--- src/rtl/vga_hvsync_generator_if.sv ---
// Raster timing bundle: sync pulses, visible-area flag and pixel coordinates.
// The generator drives it (master); rendering logic consumes it (slave).
interface vga_hvsync_generator_if;
  logic       hsync;
  logic       vsync;
  logic       display_on;
  logic [9:0] hpos;
  logic [9:0] vpos;

  modport master (
    output hsync, vsync, display_on, hpos, vpos
  );

  modport slave (
    input hsync, vsync, display_on, hpos, vpos
  );
endinterface

--- src/rtl/vga_hvsync_generator.sv ---
// Free-running VGA raster timing generator (640x480@60 by default).
// Pixel/line counters with sync pulses registered from next-state counts so they line up with hpos/vpos.
module vga_hvsync_generator #(
  parameter int H_DISPLAY       = 640,
  parameter int H_FRONT         = 16,
  parameter int H_SYNC          = 96,
  parameter int H_BACK          = 48,
  parameter int V_DISPLAY       = 480,
  parameter int V_BOTTOM        = 10,
  parameter int V_SYNC          = 2,
  parameter int V_TOP           = 33,
  parameter bit SYNC_ACTIVE_LOW = 1'b1
) (
  input  logic                   clk,
  input  logic                   reset,
  vga_hvsync_generator_if.master vga
);

  localparam logic [9:0] H_DISP_W     = 10'(H_DISPLAY);
  localparam logic [9:0] V_DISP_W     = 10'(V_DISPLAY);
  localparam logic [9:0] H_MAX        = 10'(H_DISPLAY + H_FRONT + H_SYNC + H_BACK - 1);
  localparam logic [9:0] V_MAX        = 10'(V_DISPLAY + V_BOTTOM + V_SYNC + V_TOP - 1);
  localparam logic [9:0] H_SYNC_START = 10'(H_DISPLAY + H_FRONT);
  localparam logic [9:0] H_SYNC_END   = 10'(H_DISPLAY + H_FRONT + H_SYNC - 1);
  localparam logic [9:0] V_SYNC_START = 10'(V_DISPLAY + V_BOTTOM);
  localparam logic [9:0] V_SYNC_END   = 10'(V_DISPLAY + V_BOTTOM + V_SYNC - 1);
  localparam logic       SYNC_ON      = SYNC_ACTIVE_LOW ? 1'b0 : 1'b1;
  localparam logic       SYNC_OFF     = SYNC_ACTIVE_LOW ? 1'b1 : 1'b0;

  logic [9:0] hpos_q, hpos_d;
  logic [9:0] vpos_q, vpos_d;
  logic       hsync_q, hsync_d;
  logic       vsync_q, vsync_d;
  logic       line_end;

  // Wrap on >= so the counters can never leave their legal range.
  always_comb begin
    line_end = (hpos_q >= H_MAX);
    hpos_d   = line_end ? 10'd0 : hpos_q + 10'd1;
    vpos_d   = vpos_q;
    if (line_end) begin
      vpos_d = (vpos_q >= V_MAX) ? 10'd0 : vpos_q + 10'd1;
    end
    hsync_d = ((hpos_d >= H_SYNC_START) && (hpos_d <= H_SYNC_END)) ? SYNC_ON : SYNC_OFF;
    vsync_d = ((vpos_d >= V_SYNC_START) && (vpos_d <= V_SYNC_END)) ? SYNC_ON : SYNC_OFF;
  end

  always_ff @(posedge clk or posedge reset) begin
    if (reset) begin
      hpos_q  <= 10'd0;
      vpos_q  <= 10'd0;
      hsync_q <= SYNC_OFF;
      vsync_q <= SYNC_OFF;
    end else begin
      hpos_q  <= hpos_d;
      vpos_q  <= vpos_d;
      hsync_q <= hsync_d;
      vsync_q <= vsync_d;
    end
  end

  assign vga.hpos       = hpos_q;
  assign vga.vpos       = vpos_q;
  assign vga.hsync      = hsync_q;
  assign vga.vsync      = vsync_q;
  assign vga.display_on = (hpos_q < H_DISP_W) && (vpos_q < V_DISP_W);

endmodule

--- src/flat_wrapper.sv ---
// flat-port wrapper written by rule: the top's interface ports become plain ports
module vga_hvsync_generator_flat 
#(
  parameter int H_DISPLAY       = 640,
  parameter int H_FRONT         = 16,
  parameter int H_SYNC          = 96,
  parameter int H_BACK          = 48,
  parameter int V_DISPLAY       = 480,
  parameter int V_BOTTOM        = 10,
  parameter int V_SYNC          = 2,
  parameter int V_TOP           = 33,
  parameter bit SYNC_ACTIVE_LOW = 1'b1
)
  (clk, reset, vga_hsync, vga_vsync, vga_display_on, vga_hpos, vga_vpos);
  vga_hvsync_generator_if vga_i ();
  input  logic clk;
  input  logic reset;
  output wire logic [$bits(vga_i.hsync)-1:0] vga_hsync;
  output wire logic [$bits(vga_i.vsync)-1:0] vga_vsync;
  output wire logic [$bits(vga_i.display_on)-1:0] vga_display_on;
  output wire logic [$bits(vga_i.hpos)-1:0] vga_hpos;
  output wire logic [$bits(vga_i.vpos)-1:0] vga_vpos;
  assign vga_hsync = vga_i.hsync;
  assign vga_vsync = vga_i.vsync;
  assign vga_display_on = vga_i.display_on;
  assign vga_hpos = vga_i.hpos;
  assign vga_vpos = vga_i.vpos;
  vga_hvsync_generator #(.H_DISPLAY(H_DISPLAY), .H_FRONT(H_FRONT), .H_SYNC(H_SYNC), .H_BACK(H_BACK), .V_DISPLAY(V_DISPLAY), .V_BOTTOM(V_BOTTOM), .V_SYNC(V_SYNC), .V_TOP(V_TOP), .SYNC_ACTIVE_LOW(SYNC_ACTIVE_LOW)) u_core (.clk(clk), .reset(reset), .vga(vga_i));
endmodule
--- config.mk ---
export PLATFORM = sky130hd
export DESIGN_NAME = vga_hvsync_generator_flat
export DESIGN_NICKNAME = d
export VERILOG_FILES = /design/src/rtl/vga_hvsync_generator_if.sv /design/src/rtl/vga_hvsync_generator.sv /design/src/flat_wrapper.sv
export SDC_FILE = /design/constraint.sdc
export NUM_CORES = 1
export LEC_CHECK = 0
export ABC_AREA = 1
export BUFFER_PORTS_ARGS = -buffer_cell sky130_fd_sc_hd__clkbuf_2
export CELL_PAD_IN_SITES_DETAIL_PLACEMENT = 0
export CELL_PAD_IN_SITES_GLOBAL_PLACEMENT = 1
export CORE_MARGIN = 5
export CORE_UTILIZATION = 38
export CTS_CLUSTER_SIZE = 12
export DETAILED_ROUTE_END_ITERATION = 10
export GPL_ROUTABILITY_DRIVEN = 1
export GPL_TIMING_DRIVEN = 0
export HOLD_SLACK_MARGIN = 0.1
export PLACE_DENSITY_LB_ADDON = 0.1
export SLEW_MARGIN = 20
export SYNTH_ARGS = -nofsm -noshare
export SYNTH_HDL_FRONTEND = slang
export SYNTH_SLANG_ARGS = --single-unit
--- constraint.sdc ---
create_clock -name clk -period 1.8 [get_ports clk]
set_input_delay 0.27 -clock clk [delete_from_list [all_inputs] [get_ports clk]]
set_output_delay 0.27 -clock clk [all_outputs]
set_load 0.01 [all_outputs]
# --- Word-level counts from Yosys, hierarchy flattened ---
# Index checks and enable logic that the tools add are counted.
totals:
  register_bits: 22
  inputBits: 2
  output_inout_bits: 23
  elab_cells: 22
op_classes:
  addsub: 2
  order_cmp: 8
  mux: 5
  n_reduce_logical: 3
ops:
  columns: ["op", "count"]
  rows:
  - ["$ge 10x10->1 const B", 3]
  - ["$mux 10", 3]
  - ["$add 10x1->10 const B", 2]
  - ["$ge 10x9->1 const B", 1]
  - ["$le 10x10->1 const B", 1]
  - ["$le 10x9->1 const B", 1]
  - ["$lt 10x10->1 const B", 1]
  - ["$lt 10x9->1 const B", 1]
  - ["$logic_and 1x1->1", 3]
  - ["$mux 1", 2]

# --- Depth between registers and ports, before layout ---
logic_depth:
  ltp_word: 6
  depth_mapped: 12
  depth_no_buf: 11

# --- Least setup slack after synthesis ---
# OpenSTA, ideal clock, no wires.
synth_timing:
  path_kind: "register -> output"
  startpoint: "reg u_core.hpos_q[9], in the netlist u_core.vga.hpos[9]"
  endpoint: "out vga_display_on"
  arrival_time_ns: 1.296
  required_time_ns: 1.530
  path_slack_ns: 0.234
  stages_incl_launch_ff: 4
  n_path_buf: 0
  cell_sequence: "dfrtp_1 > nand2_1 > inv_1 > a2111oi_0"
synth_via:
  elab_chain_cells: 2
synth_rtl:
  columns: ["element", "line", "rtl"]
  rows:
  - ["start: declaration", "vga_hvsync_generator.sv:30", "logic [9:0] hpos_q, hpos_d;"]
  - ["start signal: assignment", "vga_hvsync_generator.sv:55", "hpos_q <= hpos_d;"]
  - ["$lt 10x10->1", "vga_hvsync_generator.sv:66", "assign vga.display_on = (hpos_q < H_DISP_W) && (vpos_q < V_DISP_W);"]
  - ["$logic_and 1x1->1", "vga_hvsync_generator.sv:66", null]
  - ["end: declaration", "flat_wrapper.sv:20", "output wire logic [$bits(vga_i.display_on)-1:0] vga_display_on;"]
# Every way passes these cells.

# --- Final worst setup path ---
layout_timing:
  startpoint: "reg u_core.vpos_q[5], in the netlist u_core.vga.vpos[5]"
  endpoint: "out vga_display_on"
layout_via:
  elab_chain_cells: 2
layout_rtl:
  columns: ["element", "line", "rtl"]
  rows:
  - ["start: declaration", "vga_hvsync_generator.sv:31", "logic [9:0] vpos_q, vpos_d;"]
  - ["start signal: assignment", "vga_hvsync_generator.sv:56", "vpos_q <= vpos_d;"]
  - ["$lt 10x9->1", "vga_hvsync_generator.sv:66", null]
  - ["$logic_and 1x1->1", "vga_hvsync_generator.sv:66", null]
# Every way passes these cells.

==> flow_summary.json <==
{
  "status": "finished clean",
  "start_util_pct": 39.0,
  "drt-initial-drc-count": 51,
  "syn_area_per_cell_sq_um": 7.25,
  "rr_worst_depth": 11,
  "ant_nets": 0,
  "hold_class": "input pin to asynchronous set/reset pin",
  "power_frac_seq_pct": 61.7,
  "cpLargestDelayFamily": "flip-flops",
  "drv_slew": 0,
  "layout.cells.non_filler": 256,
  "pre_cts_ws_ns": 0.0735,
  "numCtsBuffers": 3,
  "synth_cell_types": 23,
  "timing.final.crit_share_pct": 93.1,
  "r2r_slack_ns": 0.14,
  "pwr-share-comb_pct": 1.4,
  "port_buffers": 24,
  "rows": 21,
  "tightest_slew_ns": 0.885,
  "cts_tree": "yes",
  "coreArea_sq_um": 3310,
  "clk_latency_ns": 0.32,
  "dieArea_sq_um": 4660,
  "fin_crit_ns": 1.68,
  "netlist_area_sq_um": 1290,
  "hold_violations": 0,
  "dr.pass1.iters": 5,
  "fin_util_pct": 48.3,
  "power_switching_uw": 183,
  "grt_first_pass_wirelength_mm": 5.33,
  "antenna_found_initial": 0,
  "ir_drop_v": 0.000258,
  "drive_above_1_share_pct": 26.7,
  "startpoint_type": "flop",
  "maxCapViolations": 0,
  "r2r_start": "u_core.vga.hpos[0]$_DFF_PP0_",
  "route.detailed.drc": 0,
  "skew_ns": 0.00247,
  "setup_viol": 0,
  "crit_cells": 4,
  "crit_chain": "inv_1, nor3_4, a2111oi_2, buf_2",
  "ios": 25,
  "power.leakage_uw": 0.000896,
  "power.density_nw_per_um2": 502,
  "path_clk_slew_ns": 0.14,
  "crit_type": "flop to output pin",
  "end_kind": "output pin",
  "cts.sinks": 22,
  "grt_max_degree": 23,
  "n_antenna_cell": 0,
  "crit_fanout": 6,
  "grt.total_usage_pct": 15.3,
  "syn_inst": 178,
  "htree_levels": 1,
  "die_h_microns": 68.3,
  "final.fill_count": 361,
  "chipWidth_microns": 68.3,
  "arrival_ns": 1.41,
  "syn_nets": 183,
  "synth_flop_cell": "dfrtp_1",
  "critPathRequiredTime_ns": 1.53,
  "r2r_end": "u_core.vga.hsync$_DFF_PP1_",
  "wl_per_cell_microns": 12.6,
  "via_count": 1212,
  "sw_frac_of_total_pct": 22.8,
  "hpwl_mm": 2.31,
  "place_inst": 248,
  "grt_pass1_vias": 1139,
  "clkPwrFrac_pct": 37.0,
  "grt_overflow_total": 0,
  "clock_path_buffers": 2,
  "yosys_warnings": 0,
  "yosysSeqAreaShare_pct": 42.9,
  "drt_wl_total_mm": 3.23,
  "cts-root-buf": "clkbuf_4",
  "final_nets": 216,
  "area_growth_pct": 24.0,
  "slowest_delay_ns": 0.47,
  "ys_seq_elements": 22,
  "p_int_uw": 619,
  "crit_slowest_cell": "dfrtp_1",
  "crit_buf_inv": 2,
  "async_flop_share_pct": 100,
  "viasPerCell": 4.73,
  "maxSlewHeadroom_pct": 40.9,
  "routabilityCongestion": 0.845,
  "setup_slack_ns": 0.125,
  "fmax_mhz": 597,
  "synth-edff-count": 0
}
## kinds of logic (layout without fill, tap and decap cells)
| group | count (synthesis) | count (layout) | synth area share, % |
|---|---|---|---|
| xor gates and xnor gates | 2 | 2 | 1.36 |
| and+or+nand+nor | 103 | 103 | 36.6 |
| AOI/OAI and AO/OA | 12 | 12 | 5.14 |
| buffers and inverters | 36 | 68 | 11.2 |
| DFF | 22 | 22 | 42.9 |
| adders and majority gates | 3 | 3 | 2.91 |
## worst max-delay path by stage
stage / startpoint / endpoint / slack [ns]
floorplan: u_core.vga.hpos[9]$_DFF_PP0_ / vga_display_on / 0.23
global placement: u_core.vga.hpos[0]$_DFF_PP0_ / u_core.vga.vsync$_DFF_PP1_ / 0.08
detailed placement: u_core.vga.hpos[0]$_DFF_PP0_ / u_core.vga.vsync$_DFF_PP1_ / 0.07
CTS: u_core.vga.hpos[8]$_DFF_PP0_ / vga_display_on / 0.02
global route: u_core.vga.hpos[7]$_DFF_PP0_ / u_core.vga.vsync$_DFF_PP1_ / -0.0005
finish: u_core.vga.vpos[5]$_DFF_PP0_ / vga_display_on / 0.12
## synth_stat cells (2+ instances only)
library cell	count	area [sq um]
xor2_1	2	17.5
ha_1	3	37.5
inv_1	33	124
a21oi_1	4	20.0
o21ai_0	3	15.0
nand2_1	44	165
nand3_1	16	80.1
o21ai_1	3	15.0
dfstp_2	2	52.6
dfrtp_1	20	500
nand4_1	5	31.3
nor3_1	4	20.0
nor2_4	2	22.5
nand2_2	2	12.5
nor2_1	26	97.6
nand3_2	2	20.0
## power by group through the flow
| stage | clock [uW] | sequential (uW) | combinational, uW |
|---|---|---|---|
| 2_1_floorplan | 0 | 504 | 7.34 |
| 3_3_place_gp | 0 | 504 | 11.6 |
| 3_5_place_dp | 0 | 504 | 11.9 |
| 4_1_cts | 306 | 495 | 12.0 |
| 5_1_grt | 327 | 495 | 13.6 |
| 6_report | 296 | 495 | 10.9 |
## sequential cells by signal (all words and copies together) (netlist names)
signal            flops
u_core.vga.hpos      10
u_core.vga.vpos      10
u_core.vga.vsync      1
u_core.vga.hsync      1
## layer usage
layer  vias up  routed length [microns]  part of all wire (%)  global-route usage [%]
met5         -                        0                     0                       0
met4         0                       39                   1.2                    5.96
met3         4                      158                   4.9                    2.63
met2        29                     1430                    44                    23.5
met1       554                     1610                    50                    21.4
li1        625                        -                     -                       -
## placed cells by master (no fill, tap or decap), types with 3 or more instances in the layout
master,Yosys,routed
nor3_1,4,3
nand3_2,2,4
o21ai_1,3,3
clkbuf_2,0,23
nand2_1,44,41
nor2_1,26,26
buf_4,0,3
inv_1,33,31
a21oi_1,4,3
dfrtp_1,20,19
clkbuf_4,0,5
nor2_4,2,3
o21ai_0,3,3
nand3_1,16,14
nand4_1,5,5
nand2_2,2,4
## stage by stage
| step | power [uW] | instance area, sq um | hold slack, ns | setup TNS [ns] |
|---|---|---|---|---|
| 5_1_grt | 835 | 1600 | 0.168 | -0.000525 |
| 4_1_cts | 813 | 1520 | 0.123 | 0 |
| 3_5_place_dp | 516 | 1470 | 0.488 | 0 |
| 3_3_place_gp | 515 | 1470 | 0.473 | 0 |
| 6_report | 802 | 1600 | 0.0917 | 0 |
| 2_1_floorplan | 511 | 1290 | 0.258 | 0 |
## layout make-up
cell class | instances | area [sq um] | share of cell area [%]
timing repair buffer | 28 | 150 | 9.39
tap | 46 | 57.6 | 3.60
clock buffer | 4 | 36.3 | 2.27
buffer | 2 | 18.8 | 1.17
inverter | 34 | 128 | 7.98
sequential | 22 | 554 | 34.7
multi-input combinational | 120 | 654 | 40.9
## what timing repair did
item	CTS	global route
hold buffers	0	0
setup endpoints to repair	1	8
gates resized for setup	3	17
setup buffers	1	2
pin swaps	0	7
gates cloned	0	1
Power figures use the tool's default switching activity.
